--- src/rtl/morse_pkg.sv ---
// Shared types and constants for the Morse symbol path:
// element encoding, symbol FSM states, default symbol length.
package morse_pkg;

  localparam int MAX_LEN_DEF = 5;

  localparam logic ELEM_DOT  = 1'b0;
  localparam logic ELEM_DASH = 1'b1;

  typedef enum logic [1:0] {
    ST_IDLE,
    ST_COLLECT,
    ST_EMIT,
    ST_ERROR
  } state_e;

endpackage

--- src/rtl/morse_gap_timer.sv ---
// Inter-character gap timer: counts idle cycles and flags the
// cycle on which the gap reaches GAP_CYCLES. Saturates, never wraps.
module morse_gap_timer #(
  parameter int GAP_CYCLES = 50_000_000
) (
  input  logic clk,
  input  logic rst,
  input  logic clear_i,
  input  logic en_i,
  output logic expired_o
);

  localparam int W = $clog2(GAP_CYCLES + 1);
  localparam logic [W-1:0] LAST = W'(GAP_CYCLES);

  logic [W-1:0] cnt_q, cnt_d;

  always_comb begin
    cnt_d = cnt_q;
    if (clear_i) begin
      cnt_d = '0;
    end else if (en_i && cnt_q != LAST) begin
      cnt_d = cnt_q + 1'b1;
    end
  end

  always_ff @(posedge clk) begin
    if (rst) begin
      cnt_q <= '0;
    end else begin
      cnt_q <= cnt_d;
    end
  end

  assign expired_o = en_i && !clear_i && (cnt_q == LAST);

endmodule

--- src/rtl/morse_symbol_ctrl.sv ---
// Collects debounced dot/dash/enter pulses into Morse symbols and
// hands each one to the decoder over a valid/ready handshake.
module morse_symbol_ctrl
  import morse_pkg::*;
#(
  parameter int MAX_LEN    = MAX_LEN_DEF,
  parameter int GAP_CYCLES = 50_000_000
) (
  input  logic               clk,
  input  logic               rst,
  input  logic               dot_pulse,
  input  logic               dash_pulse,
  input  logic               enter_pulse,
  input  logic               sym_ready,
  output logic               sym_valid,
  output logic [MAX_LEN-1:0] sym_pattern,
  output logic [2:0]         sym_len,
  output logic               overflow_err,
  output logic               drop_pulse,
  output logic               busy
);

  typedef logic [MAX_LEN-1:0] pat_t;

  state_e     state_q, state_d;
  pat_t       pat_q, pat_d;
  logic [2:0] len_q, len_d;
  logic       drop_q, drop_d;
  logic       valid_q, err_q, busy_q;

  logic one_el, both_el, any_p, full, expired, collecting;
  pat_t el_bit;

  assign both_el    = dot_pulse && dash_pulse;
  assign one_el     = dot_pulse ^ dash_pulse;
  assign any_p      = dot_pulse || dash_pulse || enter_pulse;
  assign full       = (len_q == 3'(MAX_LEN));
  assign collecting = (state_q == ST_COLLECT);
  assign el_bit     = pat_t'(dash_pulse ? ELEM_DASH : ELEM_DOT) << len_q;

  morse_gap_timer #(
    .GAP_CYCLES(GAP_CYCLES)
  ) u_gap (
    .clk      (clk),
    .rst      (rst),
    .clear_i  (!collecting || any_p),
    .en_i     (collecting && !any_p),
    .expired_o(expired)
  );

  always_comb begin
    state_d = state_q;
    pat_d   = pat_q;
    len_d   = len_q;
    drop_d  = 1'b0;
    unique case (state_q)
      ST_IDLE, ST_COLLECT: begin
        drop_d = both_el;
        // overflow takes priority over a same-cycle commit
        if (one_el && full) begin
          state_d = ST_ERROR;
        end else begin
          if (one_el) begin
            pat_d   = pat_q | el_bit;
            len_d   = len_q + 3'd1;
            state_d = ST_COLLECT;
          end
          if (enter_pulse || expired) begin
            state_d = ST_EMIT;
          end
        end
      end
      ST_EMIT: begin
        drop_d = any_p;
        if (sym_ready) begin
          state_d = ST_IDLE;
          pat_d   = '0;
          len_d   = '0;
        end
      end
      ST_ERROR: begin
        drop_d = dot_pulse || dash_pulse;
        if (enter_pulse) begin
          state_d = ST_IDLE;
          pat_d   = '0;
          len_d   = '0;
        end
      end
      default: state_d = ST_IDLE;
    endcase
  end

  always_ff @(posedge clk) begin
    if (rst) begin
      state_q <= ST_IDLE;
      pat_q   <= '0;
      len_q   <= '0;
      drop_q  <= 1'b0;
      valid_q <= 1'b0;
      err_q   <= 1'b0;
      busy_q  <= 1'b0;
    end else begin
      state_q <= state_d;
      pat_q   <= pat_d;
      len_q   <= len_d;
      drop_q  <= drop_d;
      valid_q <= (state_d == ST_EMIT);
      err_q   <= (state_d == ST_ERROR);
      busy_q  <= (state_d != ST_IDLE);
    end
  end

  assign sym_valid    = valid_q;
  assign sym_pattern  = pat_q;
  assign sym_len      = len_q;
  assign overflow_err = err_q;
  assign drop_pulse   = drop_q;
  assign busy         = busy_q;

endmodule

--- config.mk ---
export PLATFORM = sky130hd
export DESIGN_NAME = morse_symbol_ctrl
export DESIGN_NICKNAME = d
export VERILOG_FILES = /design/src/rtl/morse_pkg.sv /design/src/rtl/morse_gap_timer.sv /design/src/rtl/morse_symbol_ctrl.sv
export SDC_FILE = /design/constraint.sdc
export NUM_CORES = 1
export LEC_CHECK = 0
export CORE_ASPECT_RATIO = 0.9
export CORE_MARGIN = 5
export CORE_UTILIZATION = 55
export DETAILED_ROUTE_END_ITERATION = 16
export PLACE_DENSITY_LB_ADDON = 0.15
export SETUP_SLACK_MARGIN = 0.02
export SYNTH_ARGS = -nofsm -noshare
export SYNTH_HDL_FRONTEND = slang
export SYNTH_SLANG_ARGS = --single-unit
export TNS_END_PERCENT = 100
--- constraint.sdc ---
create_clock -name clk -period 2.9 [get_ports clk]
set_clock_uncertainty 0.05 [all_clocks]
set_input_delay 0.58 -clock clk [delete_from_list [all_inputs] [get_ports clk]]
set_output_delay 0.58 -clock clk [all_outputs]
set_load 0.01 [all_outputs]
# After elaboration in Yosys (flattened, before gate mapping)
# Cells that the tools add are included.
[word_totals] ramBits=0 ff_bits=40 mem_bits_ro=0 inputBits=6 n_memories=0 latch_bits=0 output_inout_bits=12
[classes] multipliers=0 eq_ne=12 order_cmp=0 n_shift=1 reduce_logical=18 div_mod_pow=0 n_bitwise=2 n_addsub=2 muxes=18
[ops] op="26-bit by 1-bit adder with 26-bit output, second input constant" n=1
[ops] op="26-bit == test, second input constant" n=1
[ops] op="26-bit inequality test, second input constant" n=1
[ops] op="5-bit 2-to-1 mux" n=4
[ops] op="5-bit case mux with 3 select lines" n=1
[ops] op="3-bit 2-to-1 mux" n=4
[ops] op="2-bit 2-to-1 mux" n=5
[ops] op="3-bit case mux with 3 select lines" n=1
[ops] op="2-bit == test, second input constant" n=4
[ops] op="2-bit inequality test, second input constant" n=4
[ops] op="1-bit logical AND" n=6
[ops] op="2-bit case mux with 3 select lines" n=1
[ops] op="5-bit bitwise OR" n=1
[ops] op="1-bit by 3-bit left shift with 5-bit output" n=1
[ops] op="1-bit logical OR" n=4
[ops] op="4-bit AND reduction" n=1
[ops] op="2-bit OR reduction" n=2
[ops] op="3-bit by 1-bit adder with 3-bit output, second input constant" n=1
[ops] op="3-bit == test, second input constant" n=1
[ops] op="1-bit logical NOT" n=3
[ops] op="1-bit case mux with 3 select lines" n=1
[ops] op="2-bit by 1-bit == test with 1-bit output, second input constant" n=1
[ops] op="2-bit logical NOT" n=1
[ops] op="2-bit nonzero test" n=1
[ops] op="2 further kinds" n=2

# Depth between registers and ports, before layout
# Gate-level depths: netlist (run 1).
[depth] depth_word=11 mapped_depth=7 mapped_depth_nobuf=7

# By module
# Synthesis (run 1) repeated with hierarchy kept, for this count alone.
[unflattened] cells_unflattened=228 area_unflattened_um2=2049.5
[by_module_without_submodules] module="morse_gap_timer" seq_area_each_um2=520.5 n_inst=1 area_each_um2=1318.8 cells_per_inst=153
[by_module_without_submodules] module="morse_symbol_ctrl" seq_area_each_um2=280.3 n_inst=1 area_each_um2=730.7 cells_per_inst=75

# Worst setup path after synthesis (run 1)
# Ideal clock, no wire load.
[synth_path] path_type="in2reg" startpoint="in dot_pulse" endpoint="reg u_gap.cnt_q[25]" t_arrival_ps=2070 slack_ps=710 cell_stages=7 path_buffers=0 required_time_ps=2780 path_cell_list="inv_1 -> ha_1 -> nand4bb_4 -> nor4_4 -> nand4_1 -> or3_1 -> a21oi_1"
[synth_between] elab_chain_cells=5 elab_cells_between_ends=7 classes_between="reduce/logical: 7"
[synth_lines] element="start: declaration" line="morse_symbol_ctrl.sv:11" text="input logic dot_pulse,"
[synth_lines] element="1-bit logical OR (*) (2 in series)" line="morse_symbol_ctrl.sv:36" text="assign any_p = dot_pulse || dash_pulse || enter_pulse;"
[synth_lines] element="1-bit logical NOT" line="morse_symbol_ctrl.sv:47" text=".en_i (collecting && !any_p),"
[synth_lines] element="1-bit logical AND" line="morse_symbol_ctrl.sv:47"
[synth_lines] element="1-bit logical AND" line="morse_gap_timer.sv:22" text="end else if (en_i && cnt_q != LAST) begin"
[synth_lines] element="end signal: assignment" line="morse_gap_timer.sv:31" text="cnt_q <= cnt_d;"
[synth_lines] element="end: declaration" line="morse_gap_timer.sv:16" text="logic [W-1:0] cnt_q, cnt_d;"
# Every way passes the cells marked *; elsewhere a longest branch is shown, timed or not.
# A chain may end at the register's enable or synchronous reset.

# Final worst setup path (run 1)
[layout_path] startpoint="in dash_pulse" endpoint="reg u_gap.cnt_q[25]"
[layout_between] elab_chain_cells=5 elab_cells_between_ends=7 classes_between="reduce/logical: 7"
[layout_lines] element="start: declaration" line="morse_symbol_ctrl.sv:12" text="input logic dash_pulse,"
[layout_lines] element="1-bit logical OR (*) (2 in series)" line="morse_symbol_ctrl.sv:36"
[layout_lines] element="1-bit logical NOT" line="morse_symbol_ctrl.sv:47"
[layout_lines] element="1-bit logical AND" line="morse_symbol_ctrl.sv:47"
[layout_lines] element="1-bit logical AND" line="morse_gap_timer.sv:22"
# Marks and branches as above.

==> Flow_metrics.wiki, run 1 <==
{| class="wikitable"
! Metric !! Value
|-
| Outcome || finished clean
|-
| Total via count in the routed design || 1541
|-
| Most common library cell in the layout ignoring fill and taps || dfxtp_1
|-
| Area of the mapped netlist || 0.00189 sq mm
|-
| Share of cells above drive strength 1 || 8.97%
|-
| Top library cells by usage in the layout, fill and taps aside || dfxtp_1 (40), nor2_1 (32), xor2_1 (20)
|-
| Total Die Area || 0.00472 sq mm
|-
| Number of placed cells counting well taps || 270
|-
| Violation count after the first detailed-route iteration || 82
|-
| H-Tree Level Count || 2
|-
| Largest buffer count on any clock path || 2
|-
| Startpoint of the tightest hold check path || sym_pattern[3]
|-
| Slew @ Worst Pin || 560 ps
|-
| Cell types with the largest area share after synthesis || dfxtp_1 (42%), xor2_1 (9.3%), nor2_1 (6.3%), ha_1 (4.0%), nand3_1 (3.2%)
|-
| Resized cells post-CTS || 0
|-
| Worst Path Required || 3070 ps
|-
| Fraction of power spent switching nets || 19.8%
|-
| Total clock buffers created by CTS || 5
|-
| Kind of start point of the critical path || input pin
|-
| Buffer type at the clock tree root || clkbuf_8
|-
| Initial Utilization || 56.5%
|-
| Gr usage total || 18.2%
|-
| Hold depth || 1
|-
| Post-DR wirelength/cell || 13.7 microns
|-
| Clock sinks || 40
|-
| Layout Nets || 245
|-
| Die X-Extent || 71.8 microns
|-
| Critical Path Fanout Max || 6
|-
| Number of cells on the worst reg-to-reg path || 5
|-
| GPL Wtd Cong || 0.858
|-
| Sequential share of power || 44.3%
|-
| Count of synthesis-stage warnings from yosys || 0
|-
| Largest vdd supply drop || 0.000336 V
|-
| Number of standard cells in the layout, taps in and fillers out || 278
|-
| Area growth syn-to-layout || 20.0%
|-
| DR vias/cell || 5.54
|-
| Clock latency on the worst-skew pair || 300 ps
|-
| Class of the most critical hold timing path || reg2reg
|-
| Worst r2r src || u_gap.cnt_q[16]
|-
| Number of cell rows || 20
|-
| Ports || 18
|-
| Internal power summed over all cells || 1.04 mW
|-
| Pin count of the biggest net entering global routing || 27
|-
| Power density cells || 573 mW/mm^2
|-
| Post-synth EDFFs || 0
|-
| Final number of setup-violating endpoints || 0
|-
| Critical path endpoint category || flop
|-
| Number of hold violations in the final report || 0
|-
| First drt pass iteration count || 6
|-
| Cell taking the most area after synthesis || dfxtp_1
|-
| Global-route wire length before repair || 6.62 mm
|-
| Unrepaired setup endpoints after global routing || no
|-
| Max capacitance violation total || 0
|-
| Mean instance size in the synthesized netlist || 8.89 sq um
|-
| Post-synthesis sequential element count || 40
|-
| CTS tree || done
|-
| Initial antenna violation count || 0
|-
| Min cycle time layout || 2340 ps
|-
| Async set or reset register ratio after synthesis || 0%
|-
| R2r setup slk || 730 ps
|-
| Library cells used by synthesis || 41
|-
| Static Leakage || 0.813 nW
|-
| Overall die height || 65.7 microns
|-
| Setup TNS || 0 ps
|-
| Post-synthesis sequential area ratio || 42.3%
|-
| Power, Total || 1.30 mW
|-
| Fin util || 67.7%
|-
| Fraction of the cycle the final worst path needs || 80.5%
|-
| Synth Instances || 213
|-
| Highest achievable clock rate || 428 MHz
|-
| Diodes inserted || 0
|-
| Overall routed net length || 3.81 mm
|-
| Worst hold slack across all endpoints || 427 ps
|-
| Slew HR || 62.4%
|-
| Count of buffers from port buffering || 17
|-
| Combinational cell fraction of total power || 7.6%
|-
| Most common flop cell mapped by yosys || dfxtp_1
|-
| Kind of critical path || in2reg
|-
| Post-synth net total || 225
|-
| Worst reg2reg path endpoint || sym_valid
|-
| Top cell type's share of synthesized area || 42.3%
|-
| Power dissipated by switching net loads || 0.257 mW
|-
| Vias in the first global route || 1468
|-
| CTS Hold Bufs || 0
|-
| Clock transition at the register clock pins on the worst setup and hold paths after CTS || 80 ps
|-
| Drt drc || 0
|-
| End point of the most critical hold path || sym_pattern[3]
|-
| Arrival @ worst endpoint || 2510 ps
|-
| Number of buffers added for setup after CTS || 0
|-
| Clock share of power || 48.1%
|-
| Final ANT Viol Nets || 0
|-
| Estimated wirelength of the detail-placed design || 2.68 mm
|-
| CORE AREA || 0.00335 sq mm
|-
| Overall overflow remaining after global route || 0
|-
| Pins Over Slew Limit || 0
|}
==> worst max-delay path: stages <==
cell	delay [ps]
clkdlybuf4s50_1	460
inv_1	80
ha_1	230
nand4bb_4	180
nor4_4	300
nand4_1	180
or3_1	350
a21oi_1	130
==> state kept, by name, indices dropped and copies added, names as in the netlist <==
name / cells
overflow_err: 1
sym_len: 3
u_gap.cnt_q: 26
sym_valid: 1
state_q: 2
busy: 1
drop_pulse: 1
sym_pattern: 5
==> power by group through the flow <==
stage	Sequential, mW	Clock, mW	Combinational (mW)
floorplan	0.590	0	0.0530
global placement	0.589	0	0.0954
detailed placement	0.589	0	0.0975
CTS	0.576	0.636	0.0987
global route	0.578	0.656	0.108
finish	0.576	0.625	0.0988
==> cells by family after synthesis <==
logic type | synth area share (%)
fa+ha+maj | 3.97
flops | 42.3
buf+inv | 3.50
simple gates | 29.7
mux | 1.12
xor+xnor | 10.6
compound gates | 8.73
==> per-stage QoR <==
stage,cell area (sq um),setup WS (ps)
floorplan,1890,710
global placement,2110,343
detailed placement,2110,242
CTS,2270,552
global route,2270,424
finish,2270,565
==> area by class of cell <==
cell class | instances | area, sq um
clock buffer | 5 | 68.8
clock inverter | 3 | 90.1
fill | 295 | 1080
inverter | 10 | 37.5
multi-input combinational | 156 | 1030
sequential | 40 | 801
tap | 44 | 55.1
timing repair buffer | 20 | 193
==> synthesized netlist by cell type, drive strengths merged (3+ instances only) <==
cell type / count
nor4: 3
nand3: 12
nand2: 15
ha: 6
clkbuf: 5
xor2: 20
o21a: 4
xnor2: 3
dfxtp: 40
or3: 3
nor2: 32
nand4: 9
nor3: 6
inv: 10
nand3b: 4
and3: 3
a21oi: 5
o21ai: 6
==> worst max path at each step <==
stage               start               to  slack, ps
6_report       dash_pulse  u_gap.cnt_q[25]        560
3_3_place_gp   dash_pulse  u_gap.cnt_q[25]        340
3_5_place_dp   dash_pulse  u_gap.cnt_q[25]        240
4_1_cts        dash_pulse  u_gap.cnt_q[25]        550
5_1_grt        dash_pulse  u_gap.cnt_q[25]        420
2_1_floorplan   dot_pulse  u_gap.cnt_q[25]        710
==> metal layers <==
layer  up-vias  global-route usage, %  wire length [microns]
met5         -                      0                      0
met4         0                   6.81                     38
met3         4                   6.88                    162
met2        28                   28.2                   1830
met1       733                   23.0                   1780
li1        776                      -                      -
Power figures use the tool's default switching activity.
==> run 2, diff against run 1 <==
Settings changed: CORE_UTILIZATION 55 to 50.
Clock period 2.9 ns to 2 ns, I/O delays scaled along.
==> Flow_metrics.wiki, run 2 (synthesis gave the netlist of run 1 again) <==
{| class="wikitable"
! Metric !! Value
|-
| Outcome || finished clean (unchanged)
|-
| Fraction of the cycle the final worst path needs || 95.5%
|-
| Cell Chain, Critical Path || nor4b_4, nand4_1, or4_4, or3_4, a21oi_2 (was clkdlybuf4s50_1, inv_1, ha_1, nand4bb_4, nor4_4, nand4_1, or3_1, a21oi_1)
|-
| Number of hold violations in the final report || 0 (unchanged)
|-
| Kind of critical path || reg2reg (was in2reg)
|-
| Drt drc || 0 (unchanged)
|-
| Post-DR wirelength/cell || 13.8 microns (was 13.7 microns)
|-
| Min cycle time layout || 1910 ps
|-
| Most common library cell in the layout ignoring fill and taps || dfxtp_1 (unchanged)
|-
| Register with the most flip-flops || u_gap.cnt_q (unchanged)
|-
| Post-route cell area || 0.00251 sq mm (was 0.00227 sq mm)
|-
| GPL Wtd Cong || 0.831 (was 0.858)
|-
| Violation count after the first detailed-route iteration || 115 (was 82)
|-
| Setup TNS || 0 ps (unchanged)
|-
| CORE AREA || 0.00368 sq mm (was 0.00335 sq mm)
|-
| Clock latency on the worst-skew pair || 290 ps (was 300 ps)
|-
| DR vias/cell || 5.31 (was 5.54)
|-
| Total Die Area || 0.00512 sq mm (was 0.00472 sq mm)
|-
| Global-route wire length before repair || 6.92 mm (was 6.62 mm)
|-
| PnR worst setup slack || 90.6 ps (was 565 ps)
|-
| First drt pass iteration count || 4 (was 6)
|-
| Critical Path Fanout Max || 5 (was 6)
|-
| Static Leakage || 0.979 nW (was 0.813 nW)
|-
| Post-Place Worst Slack || -267 ps (was 242 ps)
|-
| Initial antenna violation count || 0 (unchanged)
|-
| Overall overflow remaining after global route || 0 (unchanged)
|-
| Critical path endpoint category || flop (unchanged)
|-
| Flip-flop count of the largest register, all copies and words added || 26 (unchanged)
|-
| Share of cells above drive strength 1 || 21.2% (was 8.97%)
|-
| Initial Utilization || 51.5% (was 56.5%)
|-
| Pin count of the biggest net entering global routing || 27 (unchanged)
|-
| Highest achievable clock rate || 524 MHz
|-
| Layout Nets || 271 (was 245)
|-
| Number of buffers added for setup after CTS || 0 (unchanged)
|-
| Power density cells || 682 mW/mm^2 (was 573 mW/mm^2)
|-
| Power, Total || 1.71 mW (was 1.30 mW)
|-
| Seq. cell area || 802 sq um (was 801 sq um)
|-
| Total clock buffers created by CTS || 5 (unchanged)
|-
| Ports || 18 (unchanged)
|-
| Total via count in the routed design || 1625 (was 1541)
|-
| CTS tree || done (unchanged)
|-
| Count of buffers from port buffering || 17 (unchanged)
|-
| Peak per-stage delay on the critical path || 540 ps (was 460 ps)
|-
| Largest buffer count on any clock path || 2 (unchanged)
|-
| Die X-Extent || 74.9 microns (was 71.8 microns)
|-
| Overall routed net length || 4.21 mm (was 3.81 mm)
|-
| Worst Path Required || 2170 ps (was 3070 ps)
|-
| Final ANT Viol Nets || 0 (unchanged)
|-
| Slew @ Worst Pin || 444 ps (was 560 ps)
|-
| Overall die height || 68.4 microns (was 65.7 microns)
|-
| Pins Over Slew Limit || 0 (unchanged)
|-
| Clock transition at the register clock pins on the worst setup and hold paths after CTS || 80 ps (about the same)
|-
| Final number of setup-violating endpoints || 0 (unchanged)
|-
| Max capacitance violation total || 0 (unchanged)
|-
| Kind of start point of the critical path || flop (was input pin)
|-
| H-Tree Level Count || 2 (unchanged)
|-
| Crit path max-delay cell type || or4_4 (was clkdlybuf4s50_1)
|-
| Clock sinks || 40 (unchanged)
|-
| Area growth syn-to-layout || 32.5% (was 20.0%)
|-
| Top library cells by usage in the layout, fill and taps aside || dfxtp_1 (39), nor2_1 (32), buf_4 (27) (was dfxtp_1 (40), nor2_1 (32), xor2_1 (20))
|-
| Diodes inserted || 0 (unchanged)
|-
| Largest vdd supply drop || 0.000581 V (was 0.000336 V)
|-
| Number of cell rows || 21 (was 20)
|-
| Buffer type at the clock tree root || clkbuf_8 (unchanged)
|-
| Class of the most critical hold timing path || reg2reg (unchanged)
|-
| Estimated wirelength of the detail-placed design || 2.99 mm (was 2.68 mm)
|-
| Area used by multi-input combinational logic || 0.00108 sq mm (was 0.00103 sq mm)
|-
| Slew HR || 70.3% (was 62.4%)
|-
| Gr usage total || 17.8% (was 18.2%)
|-
| Filler Cell Count || 304 (was 295)
|-
| Arrival @ worst endpoint || 2080 ps (was 2510 ps)
|-
| Post-placement cell area || 0.00231 sq mm (was 0.00211 sq mm)
|-
| Vias in the first global route || 1538 (was 1468)
|}
==> run 2: final cells by class <==
cell class	instances	share of cell area, %
tap	46	2.29
clock inverter	1	1.20
clock buffer	7	3.84
sequential	40	32.0
multi-input combinational	156	42.9
inverter	10	1.50
timing repair buffer	46	16.3
==> run 2: per-stage QoR <==
stage | instances | util (%) | hold slack [ps]
floorplan | 213 | - | 404
global placement | 297 | 62.9 | 397
detailed placement | 297 | 62.9 | 407
CTS | 305 | 66.6 | 426
global route | 306 | 68.2 | 462
finish | 306 | 68.2 | 420
==> run 2: layer usage <==
metal | vias up | GRT usage [%] | share of wire, %
met5 | - | 0 | 0
met4 | 0 | 6.00 | 1.3
met3 | 6 | 4.70 | 3.6
met2 | 33 | 27.2 | 47
met1 | 760 | 24.4 | 48
li1 | 826 | - | -
==> run 2: what timing repair did <==
item / CTS / global route
endpoints found under the setup margin: 4 / 19
resized for setup: 2 / 14
hold buffers: 0 / 0
gates cloned: 0 / 1
pin swaps: 0 / 6
==> run 2: worst paths after layout <==
kind,start,end,slack [ps],depth (start not counted)
setup reg to reg,u_gap.cnt_q[8],sym_valid,90,5
hold reg to reg,sym_pattern[2],sym_pattern[2],420,1
hold / removal,sym_pattern[2],sym_pattern[2],420,1
setup / recovery,u_gap.cnt_q[8],sym_valid,90,5
==> run 2: power by group <==
group	internal [mW]	switching (mW)	total, mW
Combinational	0.0887	0.0763	0.165
Sequential	0.815	0.0206	0.836
Clock	0.440	0.270	0.710
Total	1.34	0.367	1.71
==> run 2: critical path: cells and delay by family, from the launching register on <==
family	cells	cell delay (ps)
simple gates	4	1320
flops	1	340
compound gates	1	130
==> run 3, diff against run 2 <==
Settings changed: CORE_UTILIZATION 50 to 51, SYNTH_HIERARCHICAL set to 1.
==> Flow_metrics.wiki, run 3 <==
{| class="wikitable"
! Metric !! Value
|-
| Fraction of the cycle the final worst path needs || 93.4% (was 95.5%)
|-
| Area of the mapped netlist || 0.00205 sq mm (was 0.00189 sq mm)
|-
| Top cell type's share of synthesized area || 39.1% (was 42.3%)
|-
| Highest achievable clock rate || 535 MHz (was 524 MHz)
|-
| Unrepaired setup endpoints after global routing || yes
|-
| Total via count in the routed design || 1836 (was 1625)
|-
| Cell types with the largest area share after synthesis || dfxtp_1 (39%), nor2_1 (4.0%), ha_1 (3.7%), xnor2_1 (3.4%), xor2_1 (3.4%) (was dfxtp_1 (42%), xor2_1 (9.3%), nor2_1 (6.3%), ha_1 (4.0%), nand3_1 (3.2%))
|-
| Clock share of power || 35.6% (was 41.5%)
|-
| First drt pass iteration count || 4 (unchanged)
|-
| Largest vdd supply drop || 0.000491 V (was 0.000581 V)
|-
| Number of cell rows || 21 (unchanged)
|-
| Area used by multi-input combinational logic || 0.00123 sq mm (was 0.00108 sq mm)
|-
| Fin util || 70.4% (was 68.2%)
|-
| Startpoint of the tightest hold check path || sym_pattern[2] (unchanged)
|-
| Share of cells above drive strength 1 || 28.3% (was 21.2%)
|-
| DR vias/cell || 5.65 (was 5.31)
|-
| Min cycle time layout || 1870 ps (was 1910 ps)
|-
| CORE AREA || 0.00381 sq mm (was 0.00368 sq mm)
|-
| Top library cells by usage in the layout, fill and taps aside || dfxtp_1 (38), buf_4 (35), nor2_1 (22) (was dfxtp_1 (39), nor2_1 (32), buf_4 (27))
|-
| Hold depth || 2 (was 1)
|-
| Post-synthesis sequential area ratio || 39.1% (was 42.3%)
|-
| Worst r2r src || u_gap/cnt_q[11] (was u_gap.cnt_q[8])
|-
| Clock transition at the register clock pins on the worst setup and hold paths after CTS || 80 ps (about the same)
|-
| Power density cells || 583 mW/mm^2 (was 682 mW/mm^2)
|-
| Fraction of power spent switching nets || 24.6% (was 21.4%)
|-
| Number of hold violations in the final report || 0 (unchanged)
|-
| Critical Path Fanout Max || 4 (was 5)
|-
| Seq. cell area || 803 sq um (was 802 sq um)
|-
| Clock latency on the worst-skew pair || 300 ps (was 290 ps)
|-
| Die X-Extent || 76.8 microns (was 74.9 microns)
|-
| Count of buffers from port buffering || 17 (unchanged)
|-
| Flip-flop count of the largest register, all copies and words added || 26 (unchanged)
|-
| Overall routed net length || 4.83 mm (was 4.21 mm)
|-
| Sequential share of power || 53.0% (was 48.9%)
|-
| Pins Over Slew Limit || 0 (unchanged)
|-
| Total Die Area || 0.00539 sq mm (was 0.00512 sq mm)
|-
| Global-route wire length before repair || 8.27 mm (was 6.92 mm)
|-
| Outcome || finished clean (unchanged)
|-
| Peak per-stage delay on the critical path || 380 ps (was 540 ps)
|-
| Dominant cell by count in the synthesized netlist || dfxtp_1 (unchanged)
|-
| Estimated wirelength of the detail-placed design || 3.44 mm (was 2.99 mm)
|-
| Drt drc || 0 (unchanged)
|-
| Overall overflow remaining after global route || 0 (unchanged)
|-
| Layer carrying the most global-route usage || met1 (was met2)
|-
| CTS tree || done (unchanged)
|-
| Power dissipated by switching net loads || 0.385 mW (was 0.367 mW)
|-
| Final ANT Viol Nets || 0 (unchanged)
|-
| Total clock buffers created by CTS || 5 (unchanged)
|-
| Static Leakage || 1.00 nW (was 0.979 nW)
|-
| Crit path max-delay cell type || nor4b_2 (was or4_4)
|-
| Cell taking the most area after synthesis || dfxtp_1 (unchanged)
|-
| Post-synth net total || 240 (was 225)
|-
| Number of cells on the worst reg-to-reg path || 6 (was 5)
|-
| Slew HR || 74.2% (was 70.3%)
|-
| Post-DR wirelength/cell || 14.9 microns (was 13.8 microns)
|-
| Arrival @ worst endpoint || 1980 ps (was 2080 ps)
|-
| Area growth syn-to-layout || 30.9% (was 32.5%)
|-
| Library cells used by synthesis || 54 (was 41)
|-
| Clock sinks || 40 (unchanged)
|-
| PnR worst setup slack || 131 ps (was 90.6 ps)
|-
| CTS Hold Bufs || 0 (unchanged)
|-
| Post-Place Worst Slack || -415 ps (was -267 ps)
|-
| Pin count of the biggest net entering global routing || 15 (was 27)
|-
| Count of synthesis-stage warnings from yosys || 6 (was 0)
|-
| H-Tree Level Count || 2 (unchanged)
|-
| Combinational cell fraction of total power || 11.5% (was 9.6%)
|-
| Met2 demand-to-capacity share in global routing || 26.8% (was 27.2%)
|-
| Initial antenna violation count || 0 (unchanged)
|-
| Fraction of met3 tracks used by global routing || 3.47% (was 4.70%)
|-
| Leading cell types by count after synthesis || dfxtp_1 (40), nor2_1 (22), inv_1 (14), nand2_1 (14), nand3_1 (13) (was dfxtp_1 (40), nor2_1 (32), xor2_1 (20), nand2_1 (15), nand3_1 (12))
|-
| Internal power summed over all cells || 1.18 mW (was 1.34 mW)
|-
| End point of the most critical hold path || sym_pattern[2] (unchanged)
|-
| Buffer type at the clock tree root || clkbuf_8 (unchanged)
|-
| Kind of critical path || reg2reg (unchanged)
|-
| Diodes inserted || 0 (unchanged)
|-
| Register with the most flip-flops || u_gap/cnt_q (was u_gap.cnt_q)
|-
| Kind of start point of the critical path || flop (unchanged)
|-
| Worst reg2reg path endpoint || busy (was sym_valid)
|-
| Vias in the first global route || 1735 (was 1538)
|-
| Final number of setup-violating endpoints || 0 (unchanged)
|-
| Most common flop cell mapped by yosys || dfxtp_1 (unchanged)
|-
| Gr usage total || 18.9% (was 17.8%)
|-
| Critical path endpoint category || flop (unchanged)
|-
| Largest buffer count on any clock path || 2 (unchanged)
|-
| Met1 Track Usage GR || 27.7% (was 24.4%)
|-
| GPL Wtd Cong || 0.791 (was 0.831)
|-
| Most common library cell in the layout ignoring fill and taps || dfxtp_1 (unchanged)
|-
| Post-synthesis sequential element count || 40 (unchanged)
|-
| Post-synth EDFFs || 0 (unchanged)
|-
| Layout Nets || 290 (was 271)
|-
| Initial Utilization || 53.8% (was 51.5%)
|-
| Slew @ Worst Pin || 387 ps (was 444 ps)
|-
| Filler Cell Count || 319 (was 304)
|-
| Cell Chain, Critical Path || nor4b_2, nand3_2, nor4_4, o2bb2ai_2, a32oi_2, o22ai_1 (was nor4b_4, nand4_1, or4_4, or3_4, a21oi_2)
|-
| Overall die height || 70.1 microns (was 68.4 microns)
|-
| Synth Instances || 228 (was 213)
|-
| R2r setup slk || 130 ps (was 90 ps)
|-
| Class of the most critical hold timing path || reg2reg (unchanged)
|-
| Mean instance size in the synthesized netlist || 8.99 sq um (was 8.89 sq um)
|-
| Violation count after the first detailed-route iteration || 162 (was 115)
|-
| Worst Path Required || 2120 ps (was 2170 ps)
|-
| Max capacitance violation total || 0 (unchanged)
|-
| Ports || 18 (unchanged)
|-
| Async set or reset register ratio after synthesis || 0% (unchanged)
|}
run 3: cell types whose count changed after synthesis, moves of 5 or more:
cell / delta
xor2_1: -12
nor2_1: -10
o211ai_1: +7
or4_1: +6
xnor2_1: +5
run 3: area by class of cell:
cell class                 instances  share of cell area [%]
clock buffer                       6                    3.08
clock inverter                     2                   0.373
inverter                          15                    2.19
multi-input combinational        164                    45.8
sequential                        40                    29.9
tap                               46                    2.15
timing repair buffer              52                    16.4
run 3: how the worst max path moves through the flow:
stage / startpoint / endpoint / cells past startpoint
final: u_gap/cnt_q[11] / busy / 6
after detailed placement: dot_pulse / sym_valid / 10
after global placement: dash_pulse / sym_valid / 10
after global routing: u_gap/cnt_q[11] / sym_valid / 6
after floorplan: dot_pulse / sym_valid / 10
after CTS: u_gap/cnt_q[16] / sym_valid / 6
run 3: what timing repair did:
| action | 4_1_cts | 5_1_grt |
|---|---|---|
| resized for setup | 8 | 19 |
| setup endpoints to repair | 18 | 28 |
| buffers inserted | 1 | 0 |
| pin swaps | 2 | 6 |
run 3: through the flow:
stage | total power, mW | setup TNS, ps | instance area, sq um | instances | hold slack (ps)
after detailed placement | 1.01 | -9270 | 2480 | 316 | 390
after CTS | 1.58 | 0 | 2620 | 325 | 400
after global placement | 1.01 | -7330 | 2480 | 316 | 384
after global routing | 1.64 | -12.1 | 2680 | 325 | 427
after floorplan | 0.929 | 0 | 2060 | 228 | 398
final | 1.56 | 0 | 2680 | 325 | 397
run 3: kinds of logic (layout without fill, tap and decap cells):
logic type      Yosys count  count (layout)  synth area share [%]
fa+ha+maj                 6               6                  3.66
compound gates           36              36                  12.9
buf+inv                  24              75                  5.37
flops                    40              40                  39.1
xor+xnor                 16              16                  6.84
mux                       3               3                  1.71
simple gates            103             103                  30.4
run 3: critical path: cells and delay by family, from the launching register on:
| family | cells | cell delay [ps] |
|---|---|---|
| AO/OA/AOI/OAI | 3 | 490 |
| flip-flops | 1 | 350 |
| AND/OR/NAND/NOR | 3 | 860 |
run 3: metal layers:
metal	routed length, microns	vias up	share of wire (%)
li1	-	922	-
met2	2110	55	44
met5	0	-	0
met3	212	7	4.4
met4	71	0	1.5
met1	2440	852	50
run 3: power groups by stage:
| stage | combinational [mW] | clock [mW] | sequential (mW) |
|---|---|---|---|
| finish | 0.179 | 0.557 | 0.828 |
| global route | 0.195 | 0.613 | 0.831 |
| CTS | 0.171 | 0.578 | 0.828 |
| detailed placement | 0.166 | 0 | 0.847 |
| global placement | 0.163 | 0 | 0.846 |
| floorplan | 0.0775 | 0 | 0.851 |
